--- config.mk ---
export PLATFORM = sky130hd
export DESIGN_NAME = spi_sequencer
export DESIGN_NICKNAME = d
export VERILOG_FILES = /design/src/rtl/spi_sequencer.sv
export SDC_FILE = /design/constraint.sdc
export NUM_CORES = 1
export LEC_CHECK = 0
export CAP_MARGIN = 20
export CORE_MARGIN = 3
export CORE_UTILIZATION = 60
export CTS_CLUSTER_DIAMETER = 50
export DETAILED_ROUTE_END_ITERATION = 8
export PLACE_DENSITY = 0.86
export REMOVE_ABC_BUFFERS = 1
export SYNTH_ARGS = -nofsm -noshare
export SYNTH_HDL_FRONTEND = slang
export SYNTH_SLANG_ARGS = --single-unit
export TNS_END_PERCENT = 5
--- constraint.sdc ---
create_clock -name clk -period 4.9 [get_ports clk]
set_input_delay 1.47 -clock clk [delete_from_list [all_inputs] [get_ports clk]]
set_output_delay 1.47 -clock clk [all_outputs]
set_load 0.005 [all_outputs]
--- src/rtl/spi_sequencer.sv ---
`default_nettype none
// =============================================================================
// Module   : spi_sequencer
// Summary  : Byte buffer that streams up to BUF_DEPTH bytes through an SPI byte
//            master, overwriting each sent byte with the byte received for it.
// Revision : 1.0
// =============================================================================
module spi_sequencer #(
    parameter int BUF_DEPTH = 32,
    parameter int AW        = $clog2(BUF_DEPTH)
) (
    input  logic          clk,
    input  logic          rst,
    input  logic [AW-1:0] host_addr,
    input  logic [7:0]    host_wdata,
    input  logic          host_we,
    output logic [7:0]    host_rdata,
    input  logic          start,
    input  logic [AW:0]   xfer_len,
    output logic          busy,
    output logic          done,
    output logic          cs_active,
    output logic          xfer_start,
    output logic [7:0]    tx_data,
    input  logic          xfer_complete,
    input  logic [7:0]    rx_data
);

    localparam logic [AW:0] DEPTH_LEN = (AW+1)'(BUF_DEPTH);

    typedef enum logic [5:0] {
        IDLE  = 6'b000001,
        FETCH = 6'b000010,
        LOAD  = 6'b000100,
        WAIT  = 6'b001000,
        ADV   = 6'b010000,
        FIN   = 6'b100000
    } state_t;

    state_t        state_q, state_d;
    logic [AW-1:0] idx_q, idx_d;
    logic [AW:0]   len_q, len_d;
    logic          busy_q, busy_d;
    logic          done_q, done_d;
    logic          xfer_start_q, xfer_start_d;
    logic [7:0]    tx_data_q, tx_data_d;
    logic [7:0]    host_rdata_q, host_rdata_d;
    logic [7:0]    seq_rdata_q, seq_rdata_d;
    logic          seq_we;

    logic [7:0]    mem_q [BUF_DEPTH];

    // The two write sources never overlap: the sequencer only writes while busy.
    always_ff @(posedge clk) begin
        if (seq_we) begin
            mem_q[idx_q] <= rx_data;
        end else if (host_we && !busy_q) begin
            mem_q[host_addr] <= host_wdata;
        end
        seq_rdata_q <= seq_rdata_d;
    end

    always_comb begin
        state_d      = state_q;
        idx_d        = idx_q;
        len_d        = len_q;
        busy_d       = busy_q;
        done_d       = 1'b0;
        xfer_start_d = 1'b0;
        tx_data_d    = tx_data_q;
        seq_we       = 1'b0;
        host_rdata_d = mem_q[host_addr];
        seq_rdata_d  = mem_q[idx_q];

        case (state_q)
            IDLE: begin
                if (start) begin
                    len_d   = (xfer_len > DEPTH_LEN) ? DEPTH_LEN : xfer_len;
                    idx_d   = '0;
                    busy_d  = 1'b1;
                    state_d = (xfer_len == '0) ? FIN : FETCH;
                end
            end
            FETCH: state_d = LOAD;
            LOAD: begin
                tx_data_d    = seq_rdata_q;
                xfer_start_d = 1'b1;
                state_d      = WAIT;
            end
            WAIT: begin
                // A completion coinciding with reset must not touch the buffer.
                if (xfer_complete && !rst) begin
                    seq_we  = 1'b1;
                    state_d = ADV;
                end
            end
            ADV: begin
                idx_d   = idx_q + AW'(1);
                state_d = (({1'b0, idx_q} + (AW+1)'(1)) == len_q) ? FIN : FETCH;
            end
            FIN: begin
                busy_d  = 1'b0;
                done_d  = 1'b1;
                state_d = IDLE;
            end
            default: state_d = IDLE;
        endcase
    end

    always_ff @(posedge clk) begin
        if (rst) begin
            state_q      <= IDLE;
            idx_q        <= '0;
            len_q        <= '0;
            busy_q       <= 1'b0;
            done_q       <= 1'b0;
            xfer_start_q <= 1'b0;
            tx_data_q    <= '0;
            host_rdata_q <= '0;
        end else begin
            state_q      <= state_d;
            idx_q        <= idx_d;
            len_q        <= len_d;
            busy_q       <= busy_d;
            done_q       <= done_d;
            xfer_start_q <= xfer_start_d;
            tx_data_q    <= tx_data_d;
            host_rdata_q <= host_rdata_d;
        end
    end

    assign host_rdata = host_rdata_q;
    assign busy       = busy_q;
    assign cs_active  = busy_q;
    assign done       = done_q;
    assign xfer_start = xfer_start_q;
    assign tx_data    = tx_data_q;

endmodule
`default_nettype wire
Word-level counts from Yosys, hierarchy flattened
Memories as Yosys holds them, arrays and structs flattened. A register that Yosys moved wholly into a read port is not among the register bits.
Cells that the tools add are included.
{"block": "word_totals", "register_bits": 28, "ramBits": 256, "in_bits": 32, "out_inout_bits": 20, "memories": 1}
{"block": "classes", "addsub": 2, "order_cmp": 1, "n_eq_ne": 9, "n_mux": 22, "reduce_logical": 12}
{"name": "mem_q", "words": 32, "width": 8, "read_ports": 2, "rd_ports_with_merged_regs": 2, "write_ports": 1, "line": "51", "rtl": "logic [7:0] mem_q [BUF_DEPTH];"}
{"op": "2-to-1 mux 6 bit", "count": 5}
{"op": "case mux 6 bit (5 select lines)", "count": 1}
{"op": "2-to-1 mux 1 bit", "count": 11}
{"op": "2-to-1 mux 5 bit", "count": 2}
{"op": "case mux 5 bit (2 select lines)", "count": 1}
{"op": "2-to-1 mux 8 bit", "count": 1}
{"op": "AND reduction 2 bit", "count": 4}
{"op": "OR reduction 8 bit", "count": 1}
{"op": "adder 5 x 1 -> 6 bit, second input constant", "count": 1}
{"op": "equality test 6 x 1 -> 1 bit, second input constant", "count": 1}
{"op": "equality test 6 x 2 -> 1 bit, second input constant", "count": 1}
{"op": "equality test 6 x 3 -> 1 bit, second input constant", "count": 1}
{"op": "equality test 6 x 4 -> 1 bit, second input constant", "count": 1}
{"op": "equality test 6 x 5 -> 1 bit, second input constant", "count": 1}
{"op": "equality test 6 bit", "count": 1}
{"op": "equality test 6 bit, second input constant", "count": 1}
{"op": "greater-than comparator 6 bit, second input constant", "count": 1}
{"op": "logical NOT 6 bit", "count": 1}
{"op": "adder 5 x 1 -> 5 bit, second input constant", "count": 1}
{"op": "inequality test 2 bit, second input constant", "count": 2}
{"op": "nonzero test 2 bit", "count": 2}
{"op": "logical AND 1 bit", "count": 2}
{"op": "logical NOT 1 bit", "count": 2}
{"op": "case mux 1 bit (2 select lines)", "count": 1}

Depth between registers and ports, before layout
Gate-level depths: netlist (run 1).
{"block": "depth", "depth_word": 8, "ltp_mapped": 8, "depth_no_buf": 6}

Worst setup path after synthesis (run 1)
No wires, ideal clock.
{"block": "synth_path", "path_type": "in2reg", "startpoint": "in host_addr[2]", "endpoint": "mem mem_q[13][0], enable pin", "setup_time_ps": 370, "arrival_ps": 2947, "t_required_ps": 4530, "path_slack_ps": 1583, "cell_stages": 4, "cell_sequence": "clkbuf_1 clkbuf_1 a41oi_1 nor2_1"}
{"block": "synth_via", "elab_chain_cells": 1}
{"item": "start, declared", "line": "14", "rtl": "input logic [AW-1:0] host_addr,"}
{"item": "2-to-1 mux 5 bit (no line)"}
{"item": "end, declared", "line": "51"}
No other way between the ends.

Worst setup path in the final report (run 1)
{"block": "layout_path", "startpoint": "in xfer_complete", "endpoint": "mem mem_q[17][0], enable pin"}
{"block": "layout_via", "elab_chain_cells": 7}
{"item": "start, declared", "line": "25", "rtl": "input logic xfer_complete,"}
{"item": "logical AND 1 bit (*)", "line": "92", "rtl": "if (xfer_complete && !rst) begin"}
{"item": "2-to-1 mux 1 bit (*)", "line": "92"}
{"item": "2-to-1 mux 1 bit (*)", "line": "75", "rtl": "case (state_q)"}
{"item": "2-to-1 mux 1 bit", "line": "55", "rtl": "if (seq_we) begin"}
{"item": "2-to-1 mux 1 bit (not written as such)", "line": "58", "rtl": "mem_q[host_addr] <= host_wdata;"}
{"item": "OR reduction 8 bit (no line)"}
{"item": "2-to-1 mux 5 bit (no line) / 2-to-1 mux 1 bit (equally long branches)"}
Every way passes the cells marked *; elsewhere a longest branch is shown, timed or not.

==> run metrics, run 1 <==
post-synthesis sequential area ratio=62.0%; gpl congestion=0.932; RSZ-0062 raised after global routing=no; maximum vdd drop=0.258 mV; cts hold-fix bufs=0; fillers=1252; Startpoint Class=input pin; 1st-pass router iterations=5; global-route wire length before repair=53500 um; routed vias=8346; GR Util All Layers=29.5%; Clock Path Buffers=3; synth-to-layout area growth=13.9%; Fin. Hold Viols=0; Reg area=8570 sq um; maximum clock rate=260 MHz; pwr/cell area=370 nW/um^2; period utilisation layout=78.3%; outcome=complete, no violations; post-synth cell types=45; Setup crit end kind=flop; worst slack, placed=579 ps; Syn Std Cell Area=13800 sq um; per-cell routed wire length=31.4 um; # rows=54; Worst-Skew Late Latency=530 ps; post-CTS setup buffers=0; grt ovf=0; CTS tree=done; fin worst setup slack=1060 ps; CP required=5030 ps; area occupied by multi-input gates=4960 sq um; CP max FO=9; Detailed Place HPWL=22200 um; H-tree Lvls=2; crit-path max cell delay=630 ps; worst path cell trace=clkdlybuf4s50_1, nor2b_1, nand3_1, nor3b_1, a31oi_1, buf_4, nor2_1; DRT iter0 DRCs=1337; n_diodes=0; Leakage=4.98 nW; Worst R2R Path Depth=6; worst r2r src=state_q[5]; reg-to-reg slack, setup=1860 ps; Die ar.=24900 sq um; chip width=158 um; share of cells above drive strength 1=29.4%; largest area contributor in the netlist=edfxtp_1; IO Pins=52; CTS root buffer=clkbuf_16; total negative slack=0 ps; critical path's slowest cell=nor2_1; pin count of the biggest net entering global routing=77; Async SR Flop Fraction=0%; Vias/cell=7.40; top post-synthesis cells by area=edfxtp_1 (56%), mux4_2 (22%), dfxtp_1 (6.4%); chip height=158 um; initial antenna violation count=2; Min-Delay Path Class=reg2reg; Worst Setup EP=mem_q[17][0]; DRC viols=0; Yosys warnings=0; Top FF cell, synth=edfxtp_1; post_cts resized=0; end of the worst register-to-register path=mem_q[17][0]; CTS Sinks=300; worst slew pin tran=1130 ps; Slew HR=24.5%; worst hold stages=2; Post-Syn Area per Cell=17.8 sq um; number of port buffers=51; # nets final=855; core area=22200 sq um; number of enable flip-flop cells after synthesis=256; Slew Viols, Final=0; CTS Buf Count=34; crit path time final=3840 ps; max cap viols=0; crit path kind=in2reg; worst setup path start=xfer_complete; Routed WL=35500 um; Arr. time, crit path=3970 ps; CTS clk-pin slew, worst paths=60 ps; Clock Skew=28.0 ps; Yosys reg bits=300; initial core utilization=62.1%; Final Setup Violations=0; Routed Antenna Nets=0; Cells after Synth=775; vias in the first global route=8378; top-area cell type share of the netlist area=55.6%
## cells in the final DEF (no fill, tap or decap), types with 3 or more instances in the layout
master and instances:
edfxtp_1 256, mux4_2 136, nor2_1 60, clkdlybuf4s50_1 48, dfxtp_1 42, clkbuf_16 36
mux2i_1 33, mux2_2 32, nand2_1 19, o22ai_1 16, buf_4 15, a21oi_1 14
o21ai_0 13, nor3b_1 10, nor2b_1 8, o221ai_1 8, a31oi_1 7, nand3_1 6
inv_1 6, clkinv_1 5, or3_1 5, clkinv_2 5, xor2_1 4, xnor2_1 4
bufinv_16 4, nand2b_1 3, a41oi_1 3, nor3_1 3, nor4b_1 3, clkinvlp_4 3
clkbuf_1 3
## metrics by stage
stage	area, sq um	utilization (%)	cells	hold WS, ps	total power [W]
finish	15700	70.8	1128	473	0.00582
global route	15700	70.8	1128	510	0.00596
CTS	15700	70.6	1126	472	0.00583
detailed placement	14500	65.4	1064	457	0.00325
global placement	14500	65.3	1063	443	0.00323
floorplan	13600	-	719	437	0.00306
## critical path: cells and delay by family
kind,cells,cell delay [ps]
simple gates,4,1520
buf+inv,2,770
compound gates,1,200
## where the power goes
part	total [W]	switching, W	internal, W
combinational	0.000360	0.000220	0.000140
clock	0.00262	0.00105	0.00157
sequential	0.00284	0.0000159	0.00283
total	0.00582	0.00128	0.00454
## kinds of logic after synthesis
group	Yosys count	share of synthesized area, %
adder cells (fa/ha/maj)	1	0.0906
buffers and inverters	64	2.13
flip-flops	300	62.0
multiplexers	201	27.2
XOR/XNOR	8	0.507
AND/OR/NAND/NOR	131	4.83
AO/OA/AOI/OAI	70	3.25
## cell usage after synthesis (all sizes together) (3+ instances only)
| cell | number |
|---|---|
| xor2 | 4 |
| dfxtp | 44 |
| o21ai | 13 |
| buf | 29 |
| mux2 | 32 |
| xnor2 | 4 |
| o221ai | 8 |
| o22ai | 16 |
| nor4b | 3 |
| nand2 | 19 |
| mux4 | 136 |
| nor4 | 3 |
| nand2b | 3 |
| nor3b | 10 |
| clkbuf | 27 |
| a21oi | 14 |
| nor2b | 8 |
| nor2 | 60 |
| or3 | 5 |
| nand3 | 6 |
| edfxtp | 256 |
| a31oi | 8 |
| mux2i | 33 |
| nor3 | 3 |
| a41oi | 3 |
| inv | 7 |
## area by class of cell
type	instances	share of cell area, %
inverters	8	0.191
flip-flops and latches	300	54.5
repair buffers	67	4.13
clock inverters	23	1.66
well taps	280	2.23
clock buffers	39	5.80
multi-input cells	411	31.5
## worst min-delay path by stage
stage                       endpoint  slack (ps)      startpoint
after floorplan           tx_data[0]         440  seq_rdata_q[0]
after global placement    tx_data[1]         440  seq_rdata_q[1]
after detailed placement  tx_data[0]         460  seq_rdata_q[0]
after CTS                 tx_data[0]         470  seq_rdata_q[0]
after global routing      tx_data[7]         510  seq_rdata_q[7]
final                     tx_data[0]         470  seq_rdata_q[0]
## routing by layer
layer,up-vias,track usage [%],wire (um)
met5,-,0,27
met4,4,9.26,1340
met2,684,46.0,16700
met1,4225,42.1,13000
met3,110,7.22,4380
li1,3323,-,-
## flip-flops by register name, summed over array words and instances (netlist names)
name and flops:
busy 1, mem_q 256, xfer_start 1, len_q 6, state_q 6, tx_data 8
host_rdata 8, done 1, idx_q 5, seq_rdata_q 8
Note: power is estimated with default switching activity, not from simulation.
==> inputs of run 2 (changes only) <==
==> constraint.sdc (replaced) <==
create_clock -name clk -period 3.87 [get_ports clk]
set_input_delay 1.161 -clock clk [delete_from_list [all_inputs] [get_ports clk]]
set_output_delay 1.161 -clock clk [all_outputs]
set_load 0.005 [all_outputs]
==> run metrics, run 2 (synthesis gave the netlist of run 1 again) <==
# nets final=873; CP max FO=8; Leakage=5.07 nW; CTS Buf Count=35; crit path kind=in2reg; per-cell routed wire length=30.5 um; fillers=1303; Seq pwr share=49.3%; CP required=4010 ps; Min-Delay Path Class=reg2reg; Die ar.=24900 sq um; share of cells above drive strength 1=30.5%; CTS root buffer=clkbuf_16; HP Start=seq_rdata_q[1]; Routed WL=34900 um; Cell Area, Placed=14700 sq um; vias in the first global route=8400; post_cts resized=0; routed vias=8447; IO Pins=52; Switching Share=21.5%; CTS clk-pin slew, worst paths=50 ps; Clock Path Buffers=3; Setup crit end kind=flop; Clock Skew=19.3 ps; worst path cell trace=clkdlybuf4s50_1, nor2b_1, nand3_1, buf_4, a41oi_1, nor2_1; commonest non-fill, non-tap cell in the layout=edfxtp_1; worst slew pin tran=1180 ps; RSZ-0062 raised after global routing=no; CTS tree=done; pwr/cell area=461 nW/um^2; # rows=54; Finished Core Util=71.3%; H-tree Lvls=2; period utilisation layout=90.2%; global-route wire length before repair=53100 um; core area=22200 sq um; DRT iter0 DRCs=1367; chip width=158 um; commonest cells after routing, fill and taps aside=edfxtp_1 (256), mux4_2 (136), nor2_1 (60); Comb pwr share=6.4%; max cap viols=0; chip height=158 um; pin count of the biggest net entering global routing=54; outcome=complete, no violations; CTS Sinks=300; 1st-pass router iterations=5; Arr. time, crit path=3630 ps; final instance area=15900 sq um; Final Power=0.00731 W; Vias/cell=7.37; crit-path max cell delay=940 ps; worst r2r src=state_q[5]; initial antenna violation count=1; synth-to-layout area growth=14.8%; crit path time final=3490 ps; number of port buffers=51; most flop-heavy register=mem_q; worst setup path start=xfer_complete; grt ovf=0; clock power share=44.3%; reg-to-reg slack, setup=870 ps; Routed Antenna Nets=0; Final Setup Violations=0; placed cell count=1083; gpl congestion=0.935; max reg flops=256; final non-filler cell total=1146; Slew Viols, Final=0; Fin. Hold Viols=0; cts hold-fix bufs=0; Startpoint Class=input pin; Detailed Place HPWL=23000 um; post-CTS setup buffers=0; n_diodes=0; Slew HR=21.2%; maximum vdd drop=0.389 mV; DRC viols=0; P_sw=0.00157 W; initial core utilization=62.1%; maximum clock rate=286 MHz; Worst-Skew Late Latency=510 ps; critical path's slowest cell=a41oi_1; internal power=0.00574 W; GR Util All Layers=29.1%
==> run 2: cell count changes in the layout (fill, tap and decap cells not counted) <==
cell | previous run | this run
clkbuf_1 | 3 | 7
buf_12 | 1 | 4
buf_4 | 15 | 30
clkbuf_8 | 0 | 2
bufinv_16 | 4 | 2
clkinv_8 | 2 | 0
clkbuf_16 | 36 | 38
buf_16 | 1 | 0
clkinv_1 | 5 | 4
clkinv_4 | 2 | 0
==> run 2: per-stage QoR <==
step / hold slack [ps] / TNS, ps / setup WS (ps)
2_1_floorplan: 437 / -31500 / -787
3_3_place_gp: 443 / 0 / 115
3_5_place_dp: 459 / 0 / 10.3
4_1_cts: 471 / 0 / 468
5_1_grt: 510 / 0 / 318
6_report: 470 / 0 / 380
==> run 2: worst paths after layout <==
| check | endpoint | cells after the start |
|---|---|---|
| min reg2reg | tx_data[1] | 2 |
| max reg2reg | mem_q[21][0] | 5 |
| min | tx_data[1] | 2 |
| max | mem_q[21][0] | 6 |
==> run 2: final cells by class <==
class	count	area, sq um	area share [%]
flip-flops and latches	300	8570	54.1
clock inverters	16	148	0.931
well taps	280	350	2.21
multi-input cells	411	4960	31.3
inverters	8	30.0	0.189
clock buffers	47	1000	6.33
repair buffers	84	796	5.02
==> run 2: per-layer routing <==
layer  vias up  track usage, %  wire (um)
li1       3352               -          -
met2       737            45.0      16400
met5         -               0         13
met4         2            9.05       1220
met1      4251            41.6      12700
met3       105            7.41       4570
==> run 2: power by group through the flow <==
stage	Clock [W]	Sequential, W	Combinational (W)
detailed placement	0	0.00367	0.000461
CTS	0.00326	0.00360	0.000463
floorplan	0	0.00366	0.000222
global route	0.00341	0.00360	0.000497
finish	0.00324	0.00360	0.000468
global placement	0	0.00366	0.000439
==> run 2: worst max-delay path, delay by kind of cell <==
family,cells,cell delay [ps]
AOI/OAI and AO/OA,1,940
and+or+nand+nor,3,820
buffers and inverters,2,690
==> inputs of run 3 (changes only) <==
--- a/config.mk
+++ b/config.mk
@@ -12,6 +12,7 @@
 export DETAILED_ROUTE_END_ITERATION = 8
 export PLACE_DENSITY = 0.86
 export REMOVE_ABC_BUFFERS = 1
+export SLEW_MARGIN = 25
 export SYNTH_ARGS = -nofsm -noshare
 export SYNTH_HDL_FRONTEND = slang
 export SYNTH_SLANG_ARGS = --single-unit
==> run metrics, run 3 (synthesis gave the netlist of run 1 again) <==
reg-to-reg slack, setup=1000 ps; n_diodes=0; worst slew pin tran=1190 ps; Fin. Hold Viols=0; Die ar.=24900 sq um; share of cells above drive strength 1=30.6%; initial core utilization=62.1%; Startpoint Class=input pin; Worst R2R Path Depth=4; synth-to-layout area growth=14.9%; routed vias=8450; crit path kind=in2reg; Worst-Skew Late Latency=510 ps; IO Pins=52; chip width=158 um; post-CTS setup buffers=0; internal power=0.00574 W; crit path time final=3330 ps; Slew HR=20.5%; P_sw=0.00158 W; DRC viols=0; Clock Path Buffers=3; # nets final=873; Switching Share=21.6%; Detailed Place HPWL=23000 um; H-tree Lvls=2; CTS root buffer=clkbuf_16; grt ovf=0; clock power share=44.4%; chip height=158 um; Routed WL=35000 um; HP Start=seq_rdata_q[1]; vias in the first global route=8400; Clock Skew=19.5 ps; Final Setup Violations=0; worst r2r src=idx_q[0]; pin count of the biggest net entering global routing=54; Min-Delay Path Class=reg2reg; 1st-pass router iterations=5; Finished Core Util=71.4%; # rows=54; RSZ-0062 raised after global routing=no; max reg flops=256; CTS Buf Count=35; DRT iter0 DRCs=1311; maximum vdd drop=0.391 mV; Leakage=5.07 nW; max cap viols=0; commonest cells after routing, fill and taps aside=edfxtp_1 (256), mux4_2 (136), nor2_1 (60); global-route wire length before repair=53100 um; post_cts resized=0; per-cell routed wire length=30.6 um; CTS tree=done; GR Util All Layers=29.1%; initial antenna violation count=1; cts hold-fix bufs=0; maximum clock rate=300 MHz; commonest non-fill, non-tap cell in the layout=edfxtp_1; period utilisation layout=86.1%; CTS clk-pin slew, worst paths=60 ps; core area=22200 sq um; CTS Sinks=300; Slew Viols, Final=0; pwr/cell area=461 nW/um^2; Final Hold Slack=470 ps; CP required=4010 ps; Seq pwr share=49.2%; hold path endpoint=tx_data[1]; end of the worst register-to-register path=seq_rdata_q[7]; outcome=complete, no violations; most flop-heavy register=mem_q; Vias/cell=7.37; Routed Antenna Nets=0; worst hold stages=2; Arr. time, crit path=3470 ps; Setup crit end kind=flop; number of port buffers=51; CP max FO=8; gpl congestion=0.935; Comb pwr share=6.4%
-- run 3: cell counts in the layout (fill, tap and decap cells not counted) --
No cell type changed its count.
-- run 3: cell type report --
class / instances / area (sq um)
fillers: 1303 / 6360
clock inverters: 16 / 148
clock buffers: 47 / 1000
well taps: 280 / 350
inverters: 8 / 30.0
multi-input cells: 411 / 4970
repair buffers: 84 / 796
flip-flops and latches: 300 / 8570
-- run 3: per-layer routing --
layer	GRT usage, %	routed length (um)
met1	41.6	12800
met2	45.0	16500
met3	7.41	4480
met4	9.05	1210
met5	0	0
-- run 3: stage by stage --
stage               std cells  power (W)  setup slack (ps)  setup TNS [ps]  area (sq um)
floorplan                 719    0.00388              -787          -31500         13600
global placement         1083    0.00410               115               0         14700
detailed placement       1083    0.00413              10.3               0         14700
CTS                      1146    0.00733               468               0         15900
global route             1146    0.00750               472               0         15900
finish                   1146    0.00732               539               0         15900
-- run 3: how the worst max path moves through the flow --
stage	from	slack, ps	to
final	xfer_complete	540	mem_q[17][3]
after global routing	xfer_complete	470	mem_q[26][6]
after floorplan	idx_q[0]	-790	state_q[5]
after global placement	xfer_complete	120	mem_q[21][3]
after detailed placement	xfer_complete	10	mem_q[21][3]
after CTS	xfer_complete	470	mem_q[21][0]
-- run 3: critical path, cell delays in order --
cell             delay [ps]
clkdlybuf4s50_1         490
nor2b_1                 250
nand3_1                 150
a31oi_1                 980
nor2_1                  430
-- run 3: power by group through the flow --
stage               Sequential (W)  Combinational (W)  Clock, W
global placement           0.00366           0.000439         0
CTS                        0.00360           0.000463   0.00326
floorplan                  0.00366           0.000222         0
global route               0.00360           0.000498   0.00341
detailed placement         0.00367           0.000461         0
finish                     0.00360           0.000469   0.00325
